<file path="src/rtl/perceptron_pkg.sv">
// Shared types and constants for the perceptron driver: FSM encoding, class and
// histogram widths, reference 5x5 patterns and the saturating-count helper.
package perceptron_pkg;

    typedef enum logic [2:0] {
        IDLE,
        DRIVE,
        WAIT,
        CAPTURE,
        ABORT,
        PUSH,
        GAP,
        FIN
    } drv_state_t;

    localparam int CLASS_W     = 2;
    localparam int NUM_CLASSES = 1 << CLASS_W;
    localparam int HIST_W      = 8;

    localparam logic [24:0] PAT_CROSS  = {1'b1, 24'h15_11_51};
    localparam logic [24:0] PAT_CIRCLE = {1'b0, 24'h45_45_44};

    function automatic logic [HIST_W-1:0] sat_inc(input logic [HIST_W-1:0] v);
        return (v == '1) ? v : v + 1'b1;
    endfunction

endpackage

</file>
<file path="src/rtl/perceptron_drv_hist.sv">
// Per-class result histogram: one saturating 8-bit counter per perceptron class,
// cleared at the start of each run.
module perceptron_drv_hist
    import perceptron_pkg::*;
(
    input  logic                          clk,
    input  logic                          rst_n,
    input  logic                          i_clr,
    input  logic                          i_inc,
    input  logic [CLASS_W-1:0]            i_sel,
    output logic [NUM_CLASSES*HIST_W-1:0] o_hist
);

    logic [HIST_W-1:0] r_cnt [NUM_CLASSES];

    always_ff @(posedge clk or negedge rst_n) begin
        if (!rst_n) begin
            for (int c = 0; c < NUM_CLASSES; c++) r_cnt[c] <= '0;
        end else if (i_clr) begin
            for (int c = 0; c < NUM_CLASSES; c++) r_cnt[c] <= '0;
        end else if (i_inc) begin
            r_cnt[i_sel] <= sat_inc(r_cnt[i_sel]);
        end
    end

    always_comb begin
        for (int c = 0; c < NUM_CLASSES; c++) o_hist[c*HIST_W +: HIST_W] = r_cnt[c];
    end

endmodule

</file>
<file path="src/rtl/perceptron_driver.sv">
// Initiator for the perceptron en/ready handshake: replays host-loaded patterns,
// captures class/acc after a minimum hold, and streams results with valid/ready.
module perceptron_driver
    import perceptron_pkg::*;
#(
    parameter int WIDTH    = 25,
    parameter int DEPTH    = 4,
    parameter int ACC_W    = $clog2(WIDTH),
    parameter int MIN_HOLD = 6,
    parameter int TIMEOUT  = 4 * WIDTH
) (
    input  logic                          clk,
    input  logic                          rst_n,
    input  logic                          ld_we,
    input  logic [$clog2(DEPTH)-1:0]      ld_addr,
    input  logic [WIDTH-1:0]              ld_data,
    input  logic                          start,
    input  logic [$clog2(DEPTH):0]        num,
    output logic [WIDTH-1:0]              p_in,
    output logic                          p_en,
    input  logic                          p_ready,
    input  logic [CLASS_W-1:0]            p_out,
    input  logic [ACC_W-1:0]              p_acc,
    output logic                          res_valid,
    input  logic                          res_ready,
    output logic [$clog2(DEPTH)-1:0]      res_idx,
    output logic [CLASS_W-1:0]            res_class,
    output logic [ACC_W-1:0]              res_acc,
    output logic                          res_tmo,
    output logic [NUM_CLASSES*HIST_W-1:0] hist,
    output logic                          busy,
    output logic                          done
);

    localparam int IDX_W  = $clog2(DEPTH);
    localparam int NUM_W  = IDX_W + 1;
    localparam int HOLD_W = $clog2(TIMEOUT + 1);

    drv_state_t         r_state, w_next;
    logic [WIDTH-1:0]   r_mem [DEPTH];
    logic [NUM_W-1:0]   r_idx, r_num, w_num_lim;
    logic [HOLD_W-1:0]  r_hold;
    logic [WIDTH-1:0]   r_p_in;
    logic               r_p_en, r_res_valid, r_res_tmo;
    logic [IDX_W-1:0]   r_res_idx;
    logic [CLASS_W-1:0] r_res_class;
    logic [ACC_W-1:0]   r_res_acc;
    logic               w_busy, w_capture, w_timeout, w_last;

    assign w_busy    = (r_state != IDLE) && (r_state != FIN);
    assign w_capture = p_ready && (r_hold >= HOLD_W'(MIN_HOLD));
    assign w_timeout = (r_hold == HOLD_W'(TIMEOUT - 1));
    assign w_last    = ((r_idx + 1'b1) == r_num);
    assign w_num_lim = (num > NUM_W'(DEPTH)) ? NUM_W'(DEPTH) : num;

    // NOTE: the pattern memory has no reset; the host always loads it before use,
    // and leaving it unreset lets it map onto plain RAM.
    always_ff @(posedge clk) begin
        if (ld_we && !w_busy) r_mem[ld_addr] <= ld_data;
    end

    // NOTE: state registers use non-blocking assignment so every flop samples the
    // pre-edge values, independent of block ordering.
    always_ff @(posedge clk or negedge rst_n) begin
        if (!rst_n) r_state <= IDLE;
        else        r_state <= w_next;
    end

    // NOTE: w_next gets a default first so no path through the case infers a latch.
    always_comb begin
        w_next = r_state;
        unique case (r_state)
            IDLE:           if (start) w_next = (num == '0) ? FIN : DRIVE;
            DRIVE:          w_next = WAIT;
            WAIT:           if (w_capture) w_next = CAPTURE;
                            else if (w_timeout) w_next = ABORT;
            CAPTURE, ABORT: w_next = PUSH;
            PUSH:           if (res_ready) w_next = GAP;
            GAP:            w_next = w_last ? FIN : DRIVE;
            FIN:            w_next = IDLE;
            default:        w_next = IDLE;
        endcase
    end

    // p_out/p_acc are sampled on the WAIT exit edge, while the perceptron still sees en.
    always_ff @(posedge clk or negedge rst_n) begin
        if (!rst_n) begin
            r_idx       <= '0;
            r_num       <= '0;
            r_hold      <= '0;
            r_p_in      <= '0;
            r_p_en      <= 1'b0;
            r_res_valid <= 1'b0;
            r_res_tmo   <= 1'b0;
            r_res_idx   <= '0;
            r_res_class <= '0;
            r_res_acc   <= '0;
        end else begin
            unique case (r_state)
                IDLE: if (start) begin
                    r_idx <= '0;
                    r_num <= w_num_lim;
                end
                DRIVE: begin
                    r_p_in <= r_mem[r_idx[IDX_W-1:0]];
                    r_p_en <= 1'b1;
                    r_hold <= '0;
                end
                WAIT: begin
                    r_hold <= r_hold + 1'b1;
                    if (w_capture || w_timeout) begin
                        r_p_en      <= 1'b0;
                        r_res_idx   <= r_idx[IDX_W-1:0];
                        r_res_tmo   <= !w_capture;
                        r_res_class <= w_capture ? p_out : '0;
                        r_res_acc   <= w_capture ? p_acc : '0;
                    end
                end
                CAPTURE, ABORT: r_res_valid <= 1'b1;
                PUSH:           if (res_ready) r_res_valid <= 1'b0;
                GAP:            r_idx <= r_idx + 1'b1;
                default: ;
            endcase
        end
    end

    perceptron_drv_hist u_hist (
        .clk    (clk),
        .rst_n  (rst_n),
        .i_clr  ((r_state == IDLE) && start),
        .i_inc  (r_state == CAPTURE),
        .i_sel  (r_res_class),
        .o_hist (hist)
    );

    assign p_in      = r_p_in;
    assign p_en      = r_p_en;
    assign res_valid = r_res_valid;
    assign res_idx   = r_res_idx;
    assign res_class = r_res_class;
    assign res_acc   = r_res_acc;
    assign res_tmo   = r_res_tmo;
    assign busy      = w_busy;
    assign done      = (r_state == FIN);

endmodule

</file>
<file path="config.mk">
export PLATFORM = sky130hd
export DESIGN_NAME = perceptron_driver
export DESIGN_NICKNAME = d
export VERILOG_FILES = /design/src/rtl/perceptron_pkg.sv /design/src/rtl/perceptron_drv_hist.sv /design/src/rtl/perceptron_driver.sv
export SDC_FILE = /design/constraint.sdc
export NUM_CORES = 1
export LEC_CHECK = 0
export BUFFER_PORTS_ARGS = -buffer_cell sky130_fd_sc_hd__clkbuf_2
export CORE_ASPECT_RATIO = 0.8
export CORE_MARGIN = 3
export CORE_UTILIZATION = 45
export DETAILED_ROUTE_END_ITERATION = 10
export GPL_ROUTABILITY_DRIVEN = 0
export HOLD_SLACK_MARGIN = 0.08
export PLACE_DENSITY = 0.65
export SLEW_MARGIN = 20
export SYNTH_ARGS = -nofsm -noshare
export SYNTH_HDL_FRONTEND = slang
export SYNTH_SLANG_ARGS = --single-unit
</file>
<file path="constraint.sdc">
create_clock -name clk -period 5 [get_ports clk]
set_input_delay 0.25 -clock clk [delete_from_list [all_inputs] [get_ports clk]]
set_output_delay 0.25 -clock clk [all_outputs]
set_load 0.02 [all_outputs]
</file>
Word level (Yosys, flattened, before mapping)
Memory sizes are Yosys's and may differ from the RTL's. A register that Yosys moved wholly into a read port is not among the register bits.
Cells that the tools add are included.
{ "totals": {"memories": 1, "reg_bits": 60, "ram_bits": 100, "wordCells": 89, "inputBits": 43} }
{ "mem_list": {"columns": ["memory", "words", "width", "rd", "rd_ports_with_merged_regs", "wr", "line_no", "source"], "rows": [
  ["r_mem", 4, 25, 1, 1, 1, "perceptron_driver.sv:40", "logic [WIDTH-1:0] r_mem [DEPTH];"]
]} }
{ "classes": {"reduce_logical": 23, "eq_ne": 15, "n_lt_le_gt_ge": 4, "n_bitwise": 1, "n_mux": 28, "n_addsub": 3} }
{ "ops": {"columns": ["op", "count"], "rows": [
  ["2-to-1 mux 32 bit", 2],
  ["bitwise mux 32 bit", 1],
  ["2-to-1 mux 8 bit", 4],
  ["2-to-1 mux 3 bit", 8],
  ["case mux 3 bit (7 select lines)", 1],
  ["binary-select mux 8 bit (select 2 bit)", 1],
  ["demux 8 bit (select 2 bit)", 1],
  ["case mux 7 bit (2 select lines)", 1],
  ["equality test 3 bit (second input constant)", 4],
  ["AND reduction 2 bit", 5],
  ["adder 8 x 1 -> 8 bit (second input constant)", 1],
  ["equality test 8 bit (second input constant)", 1],
  ["nonzero test 2 bit", 4],
  ["adder 7 x 1 -> 7 bit (second input constant)", 1],
  ["equality test 7 bit (second input constant)", 1],
  ["greater-or-equal comparator 7 x 3 -> 1 bit (second input constant)", 1],
  ["equality test 3 x 2 -> 1 bit (second input constant)", 2],
  ["zero test 3 bit", 2],
  ["inequality test 2 bit (second input constant)", 3],
  ["inequality test 3 bit (second input constant)", 2],
  ["case mux 3 bit (2 select lines)", 1],
  ["logical AND 1 bit", 5],
  ["2-to-1 mux 5 bit", 1],
  ["2-to-1 mux 1 bit", 4],
  ["14 further kinds", 17]
]} }

Logic depth before layout (Yosys ltp)
{ "logic_depth": {"ltp_word": 9, "depth_mapped": 7} }

Hierarchy
A second synthesis with hierarchy kept.
{ "hier_totals": {"hier_cells": 533, "area_unflattened_um2": 7716.2} }
{ "by_module_without_submodules": {"columns": ["mod", "cells_per_inst", "area_each_um2", "seq_area_each_um2", "n_inst"], "rows": [
  ["perceptron_driver", 381, 6010.8, 4329.2, 1],
  ["perceptron_drv_hist", 152, 1705.4, 800.8, 1]
]} }

Least setup slack after synthesis
OpenSTA, ideal clock, no wires.
{ "synth_timing": {"path_kind": "register to register", "startpoint": "register r_state[1]", "endpoint": "memory r_mem[0][0] (enable)", "t_arrival_ns": 3.093, "path_slack_ns": 1.463, "stages_incl_launch_ff": 6, "setup_ns": 0.444, "cell_sequence": "dfrtp_1 buf_1 nor3_1 nor2_1 nor2b_1 nor3b_1"} }
{ "synth_via": {"elab_chain_cells": 6, "elab_cells_between_ends": 7, "cone_classes": "eq/ne (1); mux (2); reduce/logical (4)"} }
{ "synth_rtl": {"columns": ["item", "line_no", "source"], "rows": [
  ["from (decl)", "perceptron_driver.sv:39", "drv_state_t r_state, w_next;"],
  ["from (signal assigned)", "perceptron_driver.sv:66", "else r_state <= w_next;"],
  ["inequality test 3 bit / nonzero test 3 bit (equally long branches)", "perceptron_driver.sv:50", "assign w_busy = (r_state != IDLE) && (r_state != FIN);"],
  ["logical AND 1 bit (*)", "perceptron_driver.sv:50", null],
  ["named net busy", "perceptron_driver.sv:31", "output logic busy,"],
  ["zero test 1 bit (*)", "perceptron_driver.sv:59", "if (ld_we && !w_busy) r_mem[ld_addr] <= ld_data;"],
  ["logical AND 1 bit (*)", "perceptron_driver.sv:59", null],
  ["2-to-1 mux 1 bit (*)", "perceptron_driver.sv:59", null],
  ["2-to-1 mux 1 bit (not written as such) (*)", "perceptron_driver.sv:59", null],
  ["to (decl)", "perceptron_driver.sv:40", null]
]} }
The timed path passes the listed nets; every way through them passes the cells marked *.

Worst setup path in the final report
{ "layout_timing": {"startpoint": "register r_res_class[0] (netlist: res_class[0])", "endpoint": "register u_hist.r_cnt, in the netlist u_hist.o_hist[30]"} }
{ "layout_via": {"elab_chain_cells": 9, "elab_cells_between_ends": 15, "cone_classes": "add/sub (1); order compare (2); eq/ne (1); mux (9); bitwise (1); reduce/logical (1)"} }
{ "layout_rtl": {"columns": ["item", "line_no", "source"], "rows": [
  ["from (decl)", "perceptron_driver.sv:46", "logic [CLASS_W-1:0] r_res_class;"],
  ["from (signal assigned)", "perceptron_driver.sv:115", "r_res_class <= w_capture ? p_out : '0;"],
  ["NOT 2 -> 3 bit (not written as such) (*)", "perceptron_drv_hist.sv:22", "r_cnt[i_sel] <= sat_inc(r_cnt[i_sel]);"],
  ["binary-select mux 8 bit (select 2 bit)", "perceptron_drv_hist.sv:22", null],
  ["2-to-1 mux 8 bit (not written as such) (2 in series)", "perceptron_drv_hist.sv:22", null],
  ["adder 8 x 1 -> 8 bit / equality test 8 bit (equally long branches)", "perceptron_pkg.sv:24", "return (v == '1) ? v : v + 1'b1;"],
  ["2-to-1 mux 8 bit", "perceptron_pkg.sv:24", null],
  ["bitwise mux 32 bit (*)", "perceptron_drv_hist.sv:22", null],
  ["2-to-1 mux 32 bit (*)", "perceptron_drv_hist.sv:21", "end else if (i_inc) begin"],
  ["2-to-1 mux 32 bit (*)", "perceptron_drv_hist.sv:19", "end else if (i_clr) begin"],
  ["to (signal, indexed assignment)", "perceptron_drv_hist.sv:22", null],
  ["to (decl)", "perceptron_drv_hist.sv:14", "logic [HIST_W-1:0] r_cnt [NUM_CLASSES];"]
]} }
Every way passes the cells marked *; elsewhere a longest branch is shown, timed or not. The select of a mux whose other input is x is not followed.
A chain may end at the register's enable or synchronous reset.

==> impl_metrics.ini <==
[synth]
synth.avg_cell_area_um2 = 14.7
ys_types = 53
ys.flop_type = edfxtp_1
synth_area_um2 = 7560
ys_ff_latch = 185
netlist_instances = 516
synth_edf_count = 100
syn-num-nets = 563
ys_seq_area_frac = 0.678
synth_warnings = 0
async_flop_share = 0.459

[critical_path]
cp_max_fo = 16
start_kind = flop
arrival_ns = 3.00
crit_chain = mux4_2 > ha_1 > nand3_1 > nor2_1 > mux2_4 > a22o_1
crit_family = multiplexers
cp.required_ns = 5.31
critPathMaxStageDelay_ns = 0.83
critPathCaptureType = flop
cp_slowest_cell = dfrtp_1
crit_type = flop to flop
path_buf_inv = 0

[floorplanning]
fp.coreArea_um2 = 16100
initial_core_util = 0.470
die_w_um = 151
die_h_um = 122
io_pins = 114
dieArea_um2 = 18400
rows = 41

[outcome]
outcome = finished, final reports clean

[clock_network]
path_clk_slew_ns = 0.07
clk_latency_ns = 0.43
cts_buffer_depth = 2
cts_inserted_buffers = 17
clock-root-buffer = clkbuf_16
htree_levels = 4
tritoncts = built
ctsHoldBuffers = 33
cts.sinks = 185
post_cts_resized = 0
cts_setup_buffers = 0

[pwr]
ir_drop_uv = 327
pwr_density_cell_nw_per_um2 = 505
switching_share = 0.349
p_clk_frac = 0.268
p_int_mw = 3.05
p_seq_frac = 0.449
switchingPower_mw = 1.63
leakagePower_nw = 3.82
power_frac_comb = 0.283
finalPower_mw = 4.68

[timing]
slew_headroom = 0.462
hold_viol_final = 0
maxSlewViolCount = 0
tightest_slew_ns = 0.806
fmaxAchievable_mhz = 372
rsz0062_at_grt = no
fin_skew_ns = 0.0120
finalCriticalPeriod_ns = 2.69
setup_viol_count_final = 0
setup-tns-final_ns = 0
min_period_over_period = 0.537

[finish]
final_common_cell = clkbuf_2
layout-drive-gt1-share = 0.299
final_util = 0.575
layout.cells.non_filler = 894
antenna_cells = 0
layout_common_cells = clkbuf_2 (112), nand2_1 (108), edfxtp_1 (100)
finalNetCount = 713
area_growth_pct = 22.5
final_area_um2 = 9270

[global_route]
grt_pass1_wl_um = 27200
track_usage = 0.196
grt_pass1_vias = 4912
use_met3 = 0.0487
met2_usage = 0.294
grt.busiest_layer = met2
gr-total-overflow = 0
grt_max_degree = 65
grtUsageMet1 = 0.278
antenna_found_initial = 0

[routing]
ant_nets = 0
wire_per_inst_um = 19.1
first_pass_iters = 5
drtIter0Drc = 382
routed_wl_um = 17100
dr_total_vias = 4924
drcViolationCount = 0
vias_per_cell = 5.51

[placed_design]
hpwl_um = 10700
port_buffers = 113
dp_cells = 829
place_area_um2 = 8380

[hold_path]
hold_path.class = primary input to flop

[job]
cap_viol_max_count = 0
through the flow:
step / setup WS (ns) / hold WS, ns
floorplan: 1.46 / -0.0456
detailed placement: 2.33 / 0.174
finish: 2.31 / 0.118
global route: 2.10 / 0.128
global placement: 2.37 / 0.169
CTS: 2.31 / 0.109
synth_stat cells, drive strengths merged, types with 3 or more instances:
cell      n  area [um^2]
edfxtp  100         3000
a22o     31          272
nor2b     5         31.3
mux4     33          743
a21oi    10         50.1
mux2      5         60.1
nor2     19         73.8
nand4     4         25.0
xnor2     4         35.0
ha        4         50.1
buf      12         62.6
inv       5         18.8
a21o      4         30.0
clkbuf   11         41.3
o21ai    20          111
o211ai    3         22.5
o31ai     4         35.0
dfrtp    85         2130
nand2   109          412
nand3     7         35.0
mux2i     3         30.0
and3      8         50.1
nor3      6         35.0
flip-flops by register name, indices dropped and copies added, names as in the netlist, 3 cells and up:
register and count:
r_mem 100, u_hist.o_hist 32, p_in 25, r_hold 7, res_acc 5, r_idx 3
r_num 3, r_state 3
power by group through the flow:
stage | Clock [mW] | Combinational [mW] | Sequential, mW
3_3_place_gp | 0 | 1.28 | 2.12
2_1_floorplan | 0 | 0.859 | 2.14
4_1_cts | 1.29 | 1.34 | 2.10
5_1_grt | 1.35 | 1.47 | 2.14
3_5_place_dp | 0 | 1.31 | 2.13
6_report | 1.25 | 1.32 | 2.10
worst reg2reg max path, cell delays in order, from the launching register on:
cell     delay [ns]
dfrtp_1        0.83
mux4_2         0.65
ha_1           0.25
nand3_1        0.21
nor2_1         0.09
mux2_4         0.33
a22o_1         0.23
final timing paths:
path	cells after the start	startpoint	end	slack, ns
max	6	res_class[0]	u_hist.o_hist[30]	2.31
min	3	num[0]	r_num[0]	0.12
max reg2reg	6	res_class[0]	u_hist.o_hist[30]	2.31
min reg2reg	1	p_en	p_en	0.47
max in group asynchronous	3	rst_n	r_idx[0]	3.53
min in group asynchronous	2	rst_n	p_in[8]	0.27
cell type report:
type / count / area, um^2
multi-input cells: 302 / 2330
fillers: 1318 / 6840
well taps: 215 / 269
flip-flops and latches: 185 / 5130
clock inverters: 12 / 106
repair buffers: 154 / 958
clock buffers: 20 / 447
inverters: 6 / 22.5
cells by family after synthesis:
logic type | after synthesis | synth area share
simple gates | 169 | 0.0991
xor+xnor | 6 | 0.00695
buf+inv | 29 | 0.0167
fa+ha+maj | 4 | 0.00662
flops | 185 | 0.678
compound gates | 82 | 0.0824
mux | 41 | 0.110
per-layer routing:
metal	vias to the layer above	wire (um)	share of wire
met3	28	901	0.053
met2	143	8040	0.47
met5	-	0	0
met1	2504	7670	0.45
li1	2249	-	-
met4	0	448	0.026
No activity file was read; power rests on OpenSTA's default activity.
